--- src/rtl/vga_text_ctrl_pkg.sv ---
`default_nettype none
// ============================================================================
// Module      : vga_text_ctrl_pkg
// Description : Shared timing defaults, colours and pipeline types for the
//               80x30 text-mode VGA controller.
// Revision    : 1.0 - initial release
// ============================================================================
package vga_text_ctrl_pkg;

    localparam logic [9:0] C_H_ACTIVE = 10'd640;
    localparam logic [9:0] C_H_FP     = 10'd16;
    localparam logic [9:0] C_H_SYNC   = 10'd96;
    localparam logic [9:0] C_H_BP     = 10'd48;
    localparam logic [9:0] C_V_ACTIVE = 10'd480;
    localparam logic [9:0] C_V_FP     = 10'd10;
    localparam logic [9:0] C_V_SYNC   = 10'd2;
    localparam logic [9:0] C_V_BP     = 10'd33;

    localparam logic [2:0] C_FG_RGB   = 3'b010;
    localparam logic [2:0] C_BG_RGB   = 3'b000;

    typedef struct packed {
        logic       hsync;
        logic       vsync;
        logic       active;
        logic [2:0] px;
    } pix_tag_t;

    typedef struct packed {
        pix_tag_t   tag;
        logic [3:0] line;
    } fetch_meta_t;

    localparam pix_tag_t    C_TAG_IDLE  = '{hsync: 1'b1, vsync: 1'b1, active: 1'b0, px: 3'd0};
    localparam fetch_meta_t C_META_IDLE = '{tag: C_TAG_IDLE, line: 4'd0};

    // row*80 + col without a multiplier: row*64 + row*16 + col
    function automatic logic [11:0] char_addr(input logic [5:0] row, input logic [6:0] col);
        return {row, 6'd0} + {2'd0, row, 4'd0} + {5'd0, col};
    endfunction

endpackage
`default_nettype wire

--- src/rtl/vga_text_ctrl_timing.sv ---
`default_nettype none
// ============================================================================
// Module      : vga_text_ctrl_timing
// Description : Horizontal/vertical scan counters with raw sync, active-area
//               and vblank-start strobe, all advancing on the pixel enable.
// Revision    : 1.0 - initial release
// ============================================================================
module vga_text_ctrl_timing
    import vga_text_ctrl_pkg::*;
#(
    parameter logic [9:0] H_ACTIVE = C_H_ACTIVE,
    parameter logic [9:0] H_FP     = C_H_FP,
    parameter logic [9:0] H_SYNC   = C_H_SYNC,
    parameter logic [9:0] H_BP     = C_H_BP,
    parameter logic [9:0] V_ACTIVE = C_V_ACTIVE,
    parameter logic [9:0] V_FP     = C_V_FP,
    parameter logic [9:0] V_SYNC   = C_V_SYNC,
    parameter logic [9:0] V_BP     = C_V_BP
) (
    input  logic       clk,
    input  logic       rst_n,
    input  logic       pix_ce_i,
    output logic [9:0] h_cnt_o,
    output logic [9:0] v_cnt_o,
    output logic       hsync_o,
    output logic       vsync_o,
    output logic       active_o,
    output logic       vblank_start_o
);

    localparam logic [9:0] H_TOTAL  = H_ACTIVE + H_FP + H_SYNC + H_BP;
    localparam logic [9:0] V_TOTAL  = V_ACTIVE + V_FP + V_SYNC + V_BP;
    localparam logic [9:0] HS_START = H_ACTIVE + H_FP;
    localparam logic [9:0] HS_END   = HS_START + H_SYNC;
    localparam logic [9:0] VS_START = V_ACTIVE + V_FP;
    localparam logic [9:0] VS_END   = VS_START + V_SYNC;

    logic [9:0] h_cnt_q, h_cnt_d;
    logic [9:0] v_cnt_q, v_cnt_d;

    always_ff @(posedge clk or negedge rst_n) begin
        if (!rst_n) begin
            h_cnt_q <= 10'd0;
            v_cnt_q <= 10'd0;
        end else begin
            h_cnt_q <= h_cnt_d;
            v_cnt_q <= v_cnt_d;
        end
    end

    always_comb begin
        h_cnt_d = h_cnt_q;
        v_cnt_d = v_cnt_q;
        if (pix_ce_i) begin
            if (h_cnt_q == H_TOTAL - 10'd1) begin
                h_cnt_d = 10'd0;
                v_cnt_d = (v_cnt_q == V_TOTAL - 10'd1) ? 10'd0 : v_cnt_q + 10'd1;
            end else begin
                h_cnt_d = h_cnt_q + 10'd1;
            end
        end
    end

    assign h_cnt_o        = h_cnt_q;
    assign v_cnt_o        = v_cnt_q;
    assign hsync_o        = !((h_cnt_q >= HS_START) && (h_cnt_q < HS_END));
    assign vsync_o        = !((v_cnt_q >= VS_START) && (v_cnt_q < VS_END));
    assign active_o       = (h_cnt_q < H_ACTIVE) && (v_cnt_q < V_ACTIVE);
    assign vblank_start_o = pix_ce_i && (h_cnt_q == 10'd0) && (v_cnt_q == V_ACTIVE);

endmodule
`default_nettype wire

--- src/rtl/vga_text_ctrl.sv ---
`default_nettype none
// ============================================================================
// Module      : vga_text_ctrl
// Description : 80x30 text-mode VGA controller: char fetch from video RAM,
//               glyph fetch from font ROM, 1bpp shift-out and vblank flag.
// Revision    : 1.0 - initial release
// ============================================================================
module vga_text_ctrl
    import vga_text_ctrl_pkg::*;
#(
    parameter logic [9:0] H_ACTIVE = C_H_ACTIVE,
    parameter logic [9:0] H_FP     = C_H_FP,
    parameter logic [9:0] H_SYNC   = C_H_SYNC,
    parameter logic [9:0] H_BP     = C_H_BP,
    parameter logic [9:0] V_ACTIVE = C_V_ACTIVE,
    parameter logic [9:0] V_FP     = C_V_FP,
    parameter logic [9:0] V_SYNC   = C_V_SYNC,
    parameter logic [9:0] V_BP     = C_V_BP,
    parameter logic [2:0] FG_RGB   = C_FG_RGB,
    parameter logic [2:0] BG_RGB   = C_BG_RGB
) (
    input  logic        clk,
    input  logic        rst_n,
    input  logic        pix_ce,
    output logic [11:0] vmem_r_addr,
    output logic        vmem_r_en,
    input  logic [7:0]  vmem_dout,
    output logic [10:0] font_addr,
    input  logic [7:0]  font_dout,
    output logic        hsync,
    output logic        vsync,
    output logic [2:0]  rgb,
    output logic        vblank_flag,
    input  logic        vblank_flag_clr
);

    logic [9:0] h_cnt;
    logic [9:0] v_cnt;
    logic       hsync_raw;
    logic       vsync_raw;
    logic       active;
    logic       vblank_start;

    vga_text_ctrl_timing #(
        .H_ACTIVE (H_ACTIVE),
        .H_FP     (H_FP),
        .H_SYNC   (H_SYNC),
        .H_BP     (H_BP),
        .V_ACTIVE (V_ACTIVE),
        .V_FP     (V_FP),
        .V_SYNC   (V_SYNC),
        .V_BP     (V_BP)
    ) u_timing (
        .clk            (clk),
        .rst_n          (rst_n),
        .pix_ce_i       (pix_ce),
        .h_cnt_o        (h_cnt),
        .v_cnt_o        (v_cnt),
        .hsync_o        (hsync_raw),
        .vsync_o        (vsync_raw),
        .active_o       (active),
        .vblank_start_o (vblank_start)
    );

    logic [11:0] addr_calc;
    logic [11:0] addr_hold_q, addr_hold_d;
    fetch_meta_t s1_q, s1_d;
    pix_tag_t    s2_q;
    logic [2:0]  rgb_q, rgb_d;
    logic        hsync_q, hsync_d;
    logic        vsync_q, vsync_d;
    logic        flag_q, flag_d;
    logic        glyph_bit;
    logic        unused_char_msb;

    assign addr_calc       = char_addr(v_cnt[9:4], h_cnt[9:3]);
    assign unused_char_msb = vmem_dout[7];

    always_ff @(posedge clk or negedge rst_n) begin
        if (!rst_n) begin
            addr_hold_q <= 12'd0;
            s1_q        <= C_META_IDLE;
            s2_q        <= C_TAG_IDLE;
            rgb_q       <= 3'b000;
            hsync_q     <= 1'b1;
            vsync_q     <= 1'b1;
            flag_q      <= 1'b0;
        end else begin
            addr_hold_q <= addr_hold_d;
            s1_q        <= s1_d;
            // Tracks the font ROM's fixed 1-clk latency rather than pix_ce, so the
            // tag always pairs with the glyph row currently on font_dout.
            s2_q        <= s1_q.tag;
            rgb_q       <= rgb_d;
            hsync_q     <= hsync_d;
            vsync_q     <= vsync_d;
            flag_q      <= flag_d;
        end
    end

    always_comb begin
        addr_hold_d = addr_hold_q;
        s1_d        = s1_q;
        rgb_d       = rgb_q;
        hsync_d     = hsync_q;
        vsync_d     = vsync_q;
        glyph_bit   = font_dout[3'd7 - s2_q.px];
        if (pix_ce) begin
            if (active) begin
                addr_hold_d = addr_calc;
            end
            s1_d.tag.hsync  = hsync_raw;
            s1_d.tag.vsync  = vsync_raw;
            s1_d.tag.active = active;
            s1_d.tag.px     = h_cnt[2:0];
            s1_d.line       = v_cnt[3:0];
            hsync_d         = s2_q.hsync;
            vsync_d         = s2_q.vsync;
            rgb_d           = s2_q.active ? (glyph_bit ? FG_RGB : BG_RGB) : 3'b000;
        end
        // Set wins over a simultaneous clear so no frame interrupt is lost.
        flag_d = vblank_start | (flag_q & ~vblank_flag_clr);
    end

    assign vmem_r_addr = active ? addr_calc : addr_hold_q;
    assign vmem_r_en   = pix_ce & active & rst_n;
    assign font_addr   = {vmem_dout[6:0], s1_q.line};
    assign hsync       = hsync_q;
    assign vsync       = vsync_q;
    assign rgb         = rgb_q;
    assign vblank_flag = flag_q;

endmodule
`default_nettype wire

--- config.mk ---
export PLATFORM = sky130hd
export DESIGN_NAME = vga_text_ctrl
export DESIGN_NICKNAME = d
export VERILOG_FILES = /design/src/rtl/vga_text_ctrl_pkg.sv /design/src/rtl/vga_text_ctrl_timing.sv /design/src/rtl/vga_text_ctrl.sv
export SDC_FILE = /design/constraint.sdc
export NUM_CORES = 1
export LEC_CHECK = 0
export BUFFER_PORTS_ARGS = -buffer_cell sky130_fd_sc_hd__buf_2
export CORE_MARGIN = 5
export CORE_UTILIZATION = 35
export DETAILED_ROUTE_END_ITERATION = 7
export GPL_TIMING_DRIVEN = 0
export PLACE_DENSITY = 0.66
export REMOVE_ABC_BUFFERS = 1
export SYNTH_ARGS = -nofsm -noshare
export SYNTH_HDL_FRONTEND = slang
export SYNTH_HIERARCHICAL = 1
export SYNTH_SLANG_ARGS = --single-unit
--- constraint.sdc ---
create_clock -name clk -period 7.5 [get_ports clk]
set_input_delay 0.75 -clock clk [delete_from_list [all_inputs] [get_ports clk]]
set_output_delay 0.75 -clock clk [all_outputs]
set_load 0.02 [all_outputs]
# ---- Word-level counts from Yosys, hierarchy flattened
# Index checks and enable logic that the tools add are counted.
# Widths: inputs -> output; s select.
dict set report totals {
  out_inout_bits 30
  reg_bits 54
  wordCells 52
  input_bits 20
}
dict set report op_classes {
  n_eq_ne 3
  n_reduce_logical 9
  muxes 7
  n_addsub 5
  n_lt_le_gt_ge 7
  bitwise 5
}
# cell count
set op_table {}
lappend op_table {{$add 10x1->10 const B} 2}
lappend op_table {{$eq 10x10->1 const B} 2}
lappend op_table {{$lt 10x10->1 const B} 2}
lappend op_table {{$lt 10x9->1 const B} 2}
lappend op_table {{$mux 10} 2}
lappend op_table {{$add 12x10->12} 1}
lappend op_table {{$add 12x7->12} 1}
lappend op_table {{$mux 12} 1}
lappend op_table {{$eq 10x9->1 const B} 1}
lappend op_table {{$ge 10x10->1 const B} 1}
lappend op_table {{$ge 10x9->1 const B} 1}
lappend op_table {{$logic_not 10->1} 1}
lappend op_table {{$logic_and 1x1->1} 5}
lappend op_table {{$lt 3x4->1 const B} 1}
lappend op_table {{$mux 2} 2}
lappend op_table {{$and 1x1->1} 3}
lappend op_table {{$bmux 1 s3} 1}
lappend op_table {{$sub 3x3->3 const A} 1}
lappend op_table {{$logic_not 1->1} 2}
lappend op_table {{$reduce_and 2->1} 1}
lappend op_table {{$mux 1} 1}
lappend op_table {{$not 1->1} 1}
lappend op_table {{$or 1x1->1} 1}

# ---- Longest topological paths before layout
# Gate-level depths: netlist of the first run.
dict set report logic_depth {
  ltp_word 5
  ltp_mapped 8
  mapped_depth_nobuf 8
}

# ---- Cells and area by module
# Netlist of the first run, hierarchy kept.
# mod instances area_per_inst_um2 cells_each
set modules_own_cells {}
lappend modules_own_cells {vga_text_ctrl 1 1752.9 139}
lappend modules_own_cells {vga_text_ctrl_timing 1 1187.4 121}

# ---- Least setup slack after synthesis of the first run
# Ideal clock, no wire load.
dict set report synth_timing {
  path_type {reg2out}
  from {reg u_timing.h_cnt_q[9] (netlist: u_timing/h_cnt_o[9])}
  to {out vmem_r_addr[11]}
  path_slack_ps 4390
  path_stages_with_launch 9
  t_required_ps 6750
  arrival_time_ps 2360
  cell_sequence {dfrtp_1 -> inv_1 -> fa_1 -> inv_1 -> fa_1 -> a21o_1 -> a221oi_2 -> xnor2_1 -> mux2_2}
}
dict set report synth_via {
  elab_chain_cells 3
  word_cells_on_any_way 4
}
# element line_no
set synth_rtl {}
lappend synth_rtl {{start, declared} vga_text_ctrl_timing.sv:38} ;# logic [9:0] h_cnt_q, h_cnt_d;
lappend synth_rtl {{start signal, assigned} vga_text_ctrl_timing.sv:46} ;# h_cnt_q <= h_cnt_d;
lappend synth_rtl {{$lt 10x10->1} vga_text_ctrl_timing.sv:68} ;# assign active_o = (h_cnt_q < H_ACTIVE) && (v_cnt_q < V_ACTIVE);
lappend synth_rtl {{$logic_and 1x1->1} vga_text_ctrl_timing.sv:68}
lappend synth_rtl {{$mux 12 *} -}
lappend synth_rtl {{end, declared} vga_text_ctrl.sv:25} ;# output logic [11:0] vmem_r_addr,
# Mark *: on every way between the ends. The rest lies on a longest branch, timed or not.

# ---- Final worst setup path of the first run
# Ends and elaborated chain as after synthesis.

==> metrics, run 1 <==
met3 wire length 265 um; DRT Wirelength 5200 um; Finished Cell Area 0.00318 mm^2; wl on met1 2470 um; Post-Synth Simple-Gate Area between 10% and 20%; largest stage delay on the critical path 0.55 ns; port bufs 32; crit path time final roughly 3.7 ns; antenna viol nets, final 0; leakage around 1.5 nW; layout cell share with drive strength beyond 1 33.5%; Post-DP HPWL 3700 um; Die X 102 um; CP startpoint u_timing/h_cnt_o[9]$_DFFE_PN0P_; Die ar. 0.0103 mm^2; pre-CTS setup slack 4.08 ns; crit end category output port; RR Startpoint u_timing/h_cnt_o[9]$_DFFE_PN0P_; first-pass GRT wire length 8890 um; Hold Buf Count CTS 0; Pwr Density 195 mW/mm^2; die height 102 um; post-synthesis sequential area ratio 44.5%; fin util 38.7%; top-count cell post-synth dfrtp_1; CP max-delay cell fa_1; share of the synthesized area in the top cell type 39.1%; largest cells by area after synthesis dfrtp_1, mux2_2, ha_1; Max rail drop VDD 0.0000752 V; Power Total 0.619 mW; # setup viols final 0; Startpoint Class flip-flop; Final Hold Viols 0; number of fill cells in the layout 806; Rel. slew slack 23.3%; number of clock sinks 52; fraction of registers with async set/reset 100%; Register-to-Register Path Depth 8; status finished, final reports clean; placed cell area 0.00309 mm^2; XOR/XNOR Fraction of Synth Area 4.68%; largest family of logic cells by synthesized area multiplexers; CP Class reg2out; Via density 5.09; #FFs+latches synth 52; FP Rows 33; cell family with most CP delay adder cells; Net count, final 315; fin crit share 49.9%; Congestion Overflow GR 0; Post-synth EDFFs 0; max layer used met4; Clock transition at path regs roughly 0.1 ns; Initial Util 35.8%; Avg Inst Size Synth around 11 um^2; CP Depth 9; commonest cells in the netlist dfrtp_1, mux2_2, inv_1; Top FF cell, synth dfrtp_1; drt drc 0; post-synthesis cell type count 48; Slew Viols, Final 0; Multi-input gate area 0.00141 mm^2; Arr. time, crit path 2.99 ns; Routed WL per cell 13.6 um; r2r setup slk about 4.9 ns; CTS tree built; worst-path maximum fanout 8; CTS H-tree lvls 2; cell taking the most area after synthesis dfrtp_1; Worst Max-Slew Pin Slew about 1.2 ns; Setup Fix Bufs, Post-CTS 0; fmax 267 MHz; max cap viols 0; vias in the first global route 1,921; largest net degree at the start of global routing 54; unrepaired setup endpoints after global routing no; CTS Root Cell clkbuf_8; Area growth, synth to finish 8.13%; skew final 0.00891 ns; via count a little under 2,000; Synth Area in Compound Gates 6.77%; capture point of the worst reg-to-reg path addr_hold_q[11]$_DFFE_PN0P_; CTS Buf Count 5; Buf+Inv Stages, Crit Path 3; antenna violations before repair 0; setup TNS 0 ns; initial DRC count 100; PostCTS Resize Cnt 0; Setup WS post-layout 3.76 ns; Skew-Pair Late Insertion Delay 0.31 ns; Clock Tree Buf Depth 2; register area 0.00131 mm^2; post-synthesis mux area share approximately 14%; Post-Synth Adder-Cell Area slightly above 8%; GRT Util Overall 10.5%; Post-Synthesis Cells 260; Post-Syn Area 0.00294 mm^2; routed wl met2 2400 um; crit-path cells inv_1, fa_1, inv_1, fa_1, a21o_1, a221oi_2, xnor2_1, mux2_2, buf_2; Core Area about 0.0082 mm^2; YS warnings 6; Detailed Routing Iterations Pass 1 4; number of I/O pins 50; crit path capture vmem_r_addr[11]; Final Wtd Congestion between 0.8 and 0.9; WP data required about 6.8 ns; Antenna diodes 0; Tightest Hold Check Type reg2reg
[sequential cells by signal, indices dropped and copies added (netlist names)]
| name | count |
|---|---|
| addr_hold_q | 12 |
| font_addr | 4 |
| hsync | 1 |
| rgb | 1 |
| s1_q | 6 |
| s2_q | 6 |
| u_timing/h_cnt_o | 10 |
| u_timing/v_cnt_o | 10 |
| vblank_flag | 1 |
| vsync | 1 |
[report_power, final]
part	switching, mW	total [mW]	internal [mW]
Combinational	0.0502	0.103	0.0532
Clock	0.0946	0.162	0.0670
Sequential	0.0395	0.354	0.315
Total	0.184	0.619	0.435
[final cells by class]
type | instances | area share [%]
clock buffer | 5 | 2.16
clock inverter | 3 | 0.708
inverter | 18 | 2.13
multi-input combinational | 167 | 44.3
sequential | 52 | 41.2
tap | 105 | 4.13
timing repair buffer | 33 | 5.39
[through the flow]
| step | std cells | hold slack, ns |
|---|---|---|
| 2_1_floorplan | 237 | 0.350 |
| 3_3_place_gp | 374 | 0.356 |
| 3_5_place_dp | 375 | 0.358 |
| 4_1_cts | 383 | 0.372 |
| 5_1_grt | 383 | 0.375 |
| 6_report | 383 | 0.371 |
[layer usage]
layer	GRT usage, %	vias to the layer above
met3	2.82	5
li1	-	947
met1	13.9	945
met2	16.5	52
met5	0	-
met4	4.09	0
[logic make-up after synthesis]
| kind of cell | after synthesis |
|---|---|
| flip-flops | 52 |
| XOR/XNOR | 14 |
| AND/OR/NAND/NOR | 67 |
| multiplexers | 36 |
| adder cells (fa/ha/maj) | 18 |
| buffers and inverters | 42 |
| AO/OA/AOI/OAI | 30 |
| other | 1 |
[placed cells by master, fill, tap and decap left out, drive strengths merged, types with 3 or more instances in the layout]
master,synthesis,final
dfrtp,46,46
ha,16,16
a21o,4,4
mux2,31,31
nor2,7,7
buf,21,33
mux2i,3,3
dfstp,6,6
xnor2,9,9
nand3,12,12
clkbuf,3,5
nand4,9,9
and3,4,4
a21oi,5,5
nand2,12,12
nor4,4,4
xor2,5,5
inv,18,19
o21ai,10,10
nor3,4,4
or3,5,5
[worst min path at each step]
stage                        startpoint                 to  depth (start not counted)
floorplan           s1_q[4]$_DFFE_PN0P_  s2_q[0]$_DFF_PN0_                          0
global placement    s1_q[9]$_DFFE_PN1P_  s2_q[5]$_DFF_PN1_                          0
detailed placement  s1_q[9]$_DFFE_PN1P_  s2_q[5]$_DFF_PN1_                          0
CTS                 s1_q[9]$_DFFE_PN1P_  s2_q[5]$_DFF_PN1_                          0
global route        s1_q[9]$_DFFE_PN1P_  s2_q[5]$_DFF_PN1_                          0
finish              s1_q[9]$_DFFE_PN1P_  s2_q[5]$_DFF_PN1_                          0
Note: power is estimated with default switching activity, not from simulation.
==> run 2: changes to the inputs <==
--- a/config.mk
+++ b/config.mk
@@ -10,7 +10,7 @@
 export CORE_UTILIZATION = 35
 export DETAILED_ROUTE_END_ITERATION = 7
 export GPL_TIMING_DRIVEN = 0
-export PLACE_DENSITY = 0.66
+export PLACE_DENSITY = 0.68
 export REMOVE_ABC_BUFFERS = 1
 export SYNTH_ARGS = -nofsm -noshare
 export SYNTH_HDL_FRONTEND = slang
==> constraint.sdc (replaced) <==
create_clock -name clk -period 3.42 [get_ports clk]
set_input_delay 0.342 -clock clk [delete_from_list [all_inputs] [get_ports clk]]
set_output_delay 0.342 -clock clk [all_outputs]
set_load 0.02 [all_outputs]
==> run 2 against run 1 <==
Against the previous run:
- global-route usage rose by 0.43 points
- cell count is the same
- clock skew is 0.0019 ns lower
- clock power increased to 2.6 times the previous value
- total power rose by 130%
- critical path depth did not move
- critical path type unchanged
- largest power group unchanged
==> metrics, run 2 (same netlist as run 1, synthesis figures left out) <==
fmax 308 MHz; Skew-Pair Late Insertion Delay 0.31 ns (about the same); Net count, final 315 (unchanged); CP Class reg2out; status finished, final reports clean; skew final 0.00697 ns (-0.00194 ns); Pwr Density 446 mW/mm^2 (+130%); unrepaired setup endpoints after global routing no; FP Rows 33 (unchanged); die height 102 um (unchanged); worst hold slack 0.255 ns (-0.116 ns); vias in the first global route 1,926 (+0.26%); placed cell area 0.00309 mm^2 (unchanged); WP data required 3.08 ns (-3.67 ns); Rel. slew slack 23.5% (+0.26 points); CTS Root Cell clkbuf_8; Congestion Overflow GR 0 (unchanged); CTS tree built; CP max-delay cell fa_1; Final Wtd Congestion 0.773 (-7.5%); Detailed Routing Iterations Pass 1 4 (unchanged); Routed WL per cell 13.7 um (+1.0%); Tightest Hold Check Type in2async; layout cell share with drive strength beyond 1 33.5% (unchanged); Die X 102 um (unchanged); Startpoint Class flip-flop; Core Area 0.00822 mm^2 (unchanged); number of fill cells in the layout 813 (+0.87%); fin cells 383 (unchanged); Area growth, synth to finish 8.85%; Final Hold Viols 0 (unchanged); crit path time final 3.25 ns; commonest non-fill, non-tap cells in the layout dfrtp_1, buf_2, mux2_2; Finished Cell Area 0.00320 mm^2 (+0.67%); CTS Buf Count 5 (unchanged); Largest register FFs 12 (unchanged); cell family with most CP delay adder cells; crit end category output port; number of clock sinks 52 (unchanged); Power Total 1.43 mW (+130%); # setup viols final 0 (unchanged); Die ar. 0.0103 mm^2 (unchanged); largest net degree at the start of global routing 54 (unchanged); antenna viol nets, final 0 (unchanged); fin crit share a little over nine tenths; Worst Max-Slew Pin Slew 1.15 ns (-0.00391 ns); Post-DP HPWL 3830 um (+3.7%); PostCTS Resize Cnt 0 (unchanged); initial DRC count 111 (+11%); most common cell after layout, fill and taps aside dfrtp_1; max cap viols 0 (unchanged); Buf+Inv Stages, Crit Path 3 (unchanged); largest stage delay on the critical path 0.51 ns (-0.04 ns); Biggest register addr_hold_q; Clock Tree Buf Depth 2 (unchanged); worst-path maximum fanout 7 (-1); crit-path cells inv_1, fa_1, inv_1, fa_1, a21o_1, a221oi_2, xnor2_1, mux2_2, buf_2; Slew Viols, Final 0 (unchanged); Max rail drop VDD 0.000161 V (+110%); Arr. time, crit path 2.91 ns (-0.08 ns); Initial Util 35.8% (unchanged); Setup Fix Bufs, Post-CTS 0 (unchanged); leakage 1.55 nW (+0.36%); number of I/O pins 50 (unchanged); DRT Wirelength 5250 um (+1.0%); GRT Util Overall 11.0% (+0.43 points); antenna violations before repair 0 (unchanged); port bufs 32 (unchanged); Hold Buf Count CTS 0 (unchanged); CTS H-tree lvls 2 (unchanged); Placed Cells 375 (unchanged); first-pass GRT wire length 9060 um (+1.9%); fin util 39.0% (+0.26 points); via count 1,956 (+0.36%); Via density 5.11 (+0.36%); Antenna diodes 0 (unchanged); drt drc 0 (unchanged); Clock transition at path regs 0.09 ns (about the same)
## run 2: changes by cell type in the layout (fill, tap and decap cells not counted)
cell / before / now
bufinv_16: 0 / 1
clkbuf_1: 0 / 1
clkinv_2: 1 / 0
clkinv_4: 1 / 0
dfrtp_1: 46 / 45
dfrtp_2: 0 / 1
## run 2: worst paths after layout
kind	start	to	slack, ns	cells after the start
min in group clk	vblank_flag_clr	vblank_flag$_DFF_PN0_	0.29	3
min	rst_n	addr_hold_q[8]$_DFFE_PN0P_	0.26	1
max reg2reg	u_timing/v_cnt_o[4]$_DFFE_PN0P_	addr_hold_q[11]$_DFFE_PN0P_	0.86	8
max in group asynchronous	rst_n	u_timing/h_cnt_o[9]$_DFFE_PN0P_	2.40	1
min reg2reg	s1_q[9]$_DFFE_PN1P_	s2_q[5]$_DFF_PN1_	0.37	0
max	u_timing/v_cnt_o[4]$_DFFE_PN0P_	vmem_r_addr[11]	0.17	9
## run 2: metal layers
metal / part of all wire [%] / up-vias / GRT usage (%) / wire (um)
li1: - / 941 / - / -
met1: 44 / 962 / 13.8 / 2310
met2: 49 / 44 / 17.6 / 2550
met5: 0 / - / 0 / 0
met3: 5.0 / 9 / 3.10 / 263
met4: 2.4 / 0 / 5.01 / 124
## run 2: stage by stage
stage	worst slack (ns)	TNS (ns)
6_report	0.170	0
4_1_cts	0.0643	0
5_1_grt	0.00473	0
3_3_place_gp	-0.549	-4.52
2_1_floorplan	0.539	0
3_5_place_dp	0.438	0
## run 2: final cells by class
| type | instances | area, um^2 | area share, % |
|---|---|---|---|
| clock inverter | 2 | 38.8 | 1.21 |
| timing repair buffer | 33 | 171 | 5.36 |
| clock buffer | 6 | 72.6 | 2.27 |
| inverter | 18 | 67.6 | 2.11 |
| sequential | 52 | 1310 | 40.9 |
| tap | 105 | 131 | 4.10 |
| multi-input combinational | 167 | 1410 | 44.0 |
## run 2: power by group
part           switching (mW)  internal (mW)
registers              0.0845          0.690
clock network           0.205          0.221
logic                   0.109          0.117
## run 2: worst register-to-register path, cell delays in order, from the launching register on
cell and delay [ns]:
dfrtp_1 0.48, inv_1 0.10, fa_1 0.51, inv_1 0.07
fa_1 0.45, a21o_1 0.22, a221oi_2 0.24, xnor2_1 0.12
mux2_2 0.27
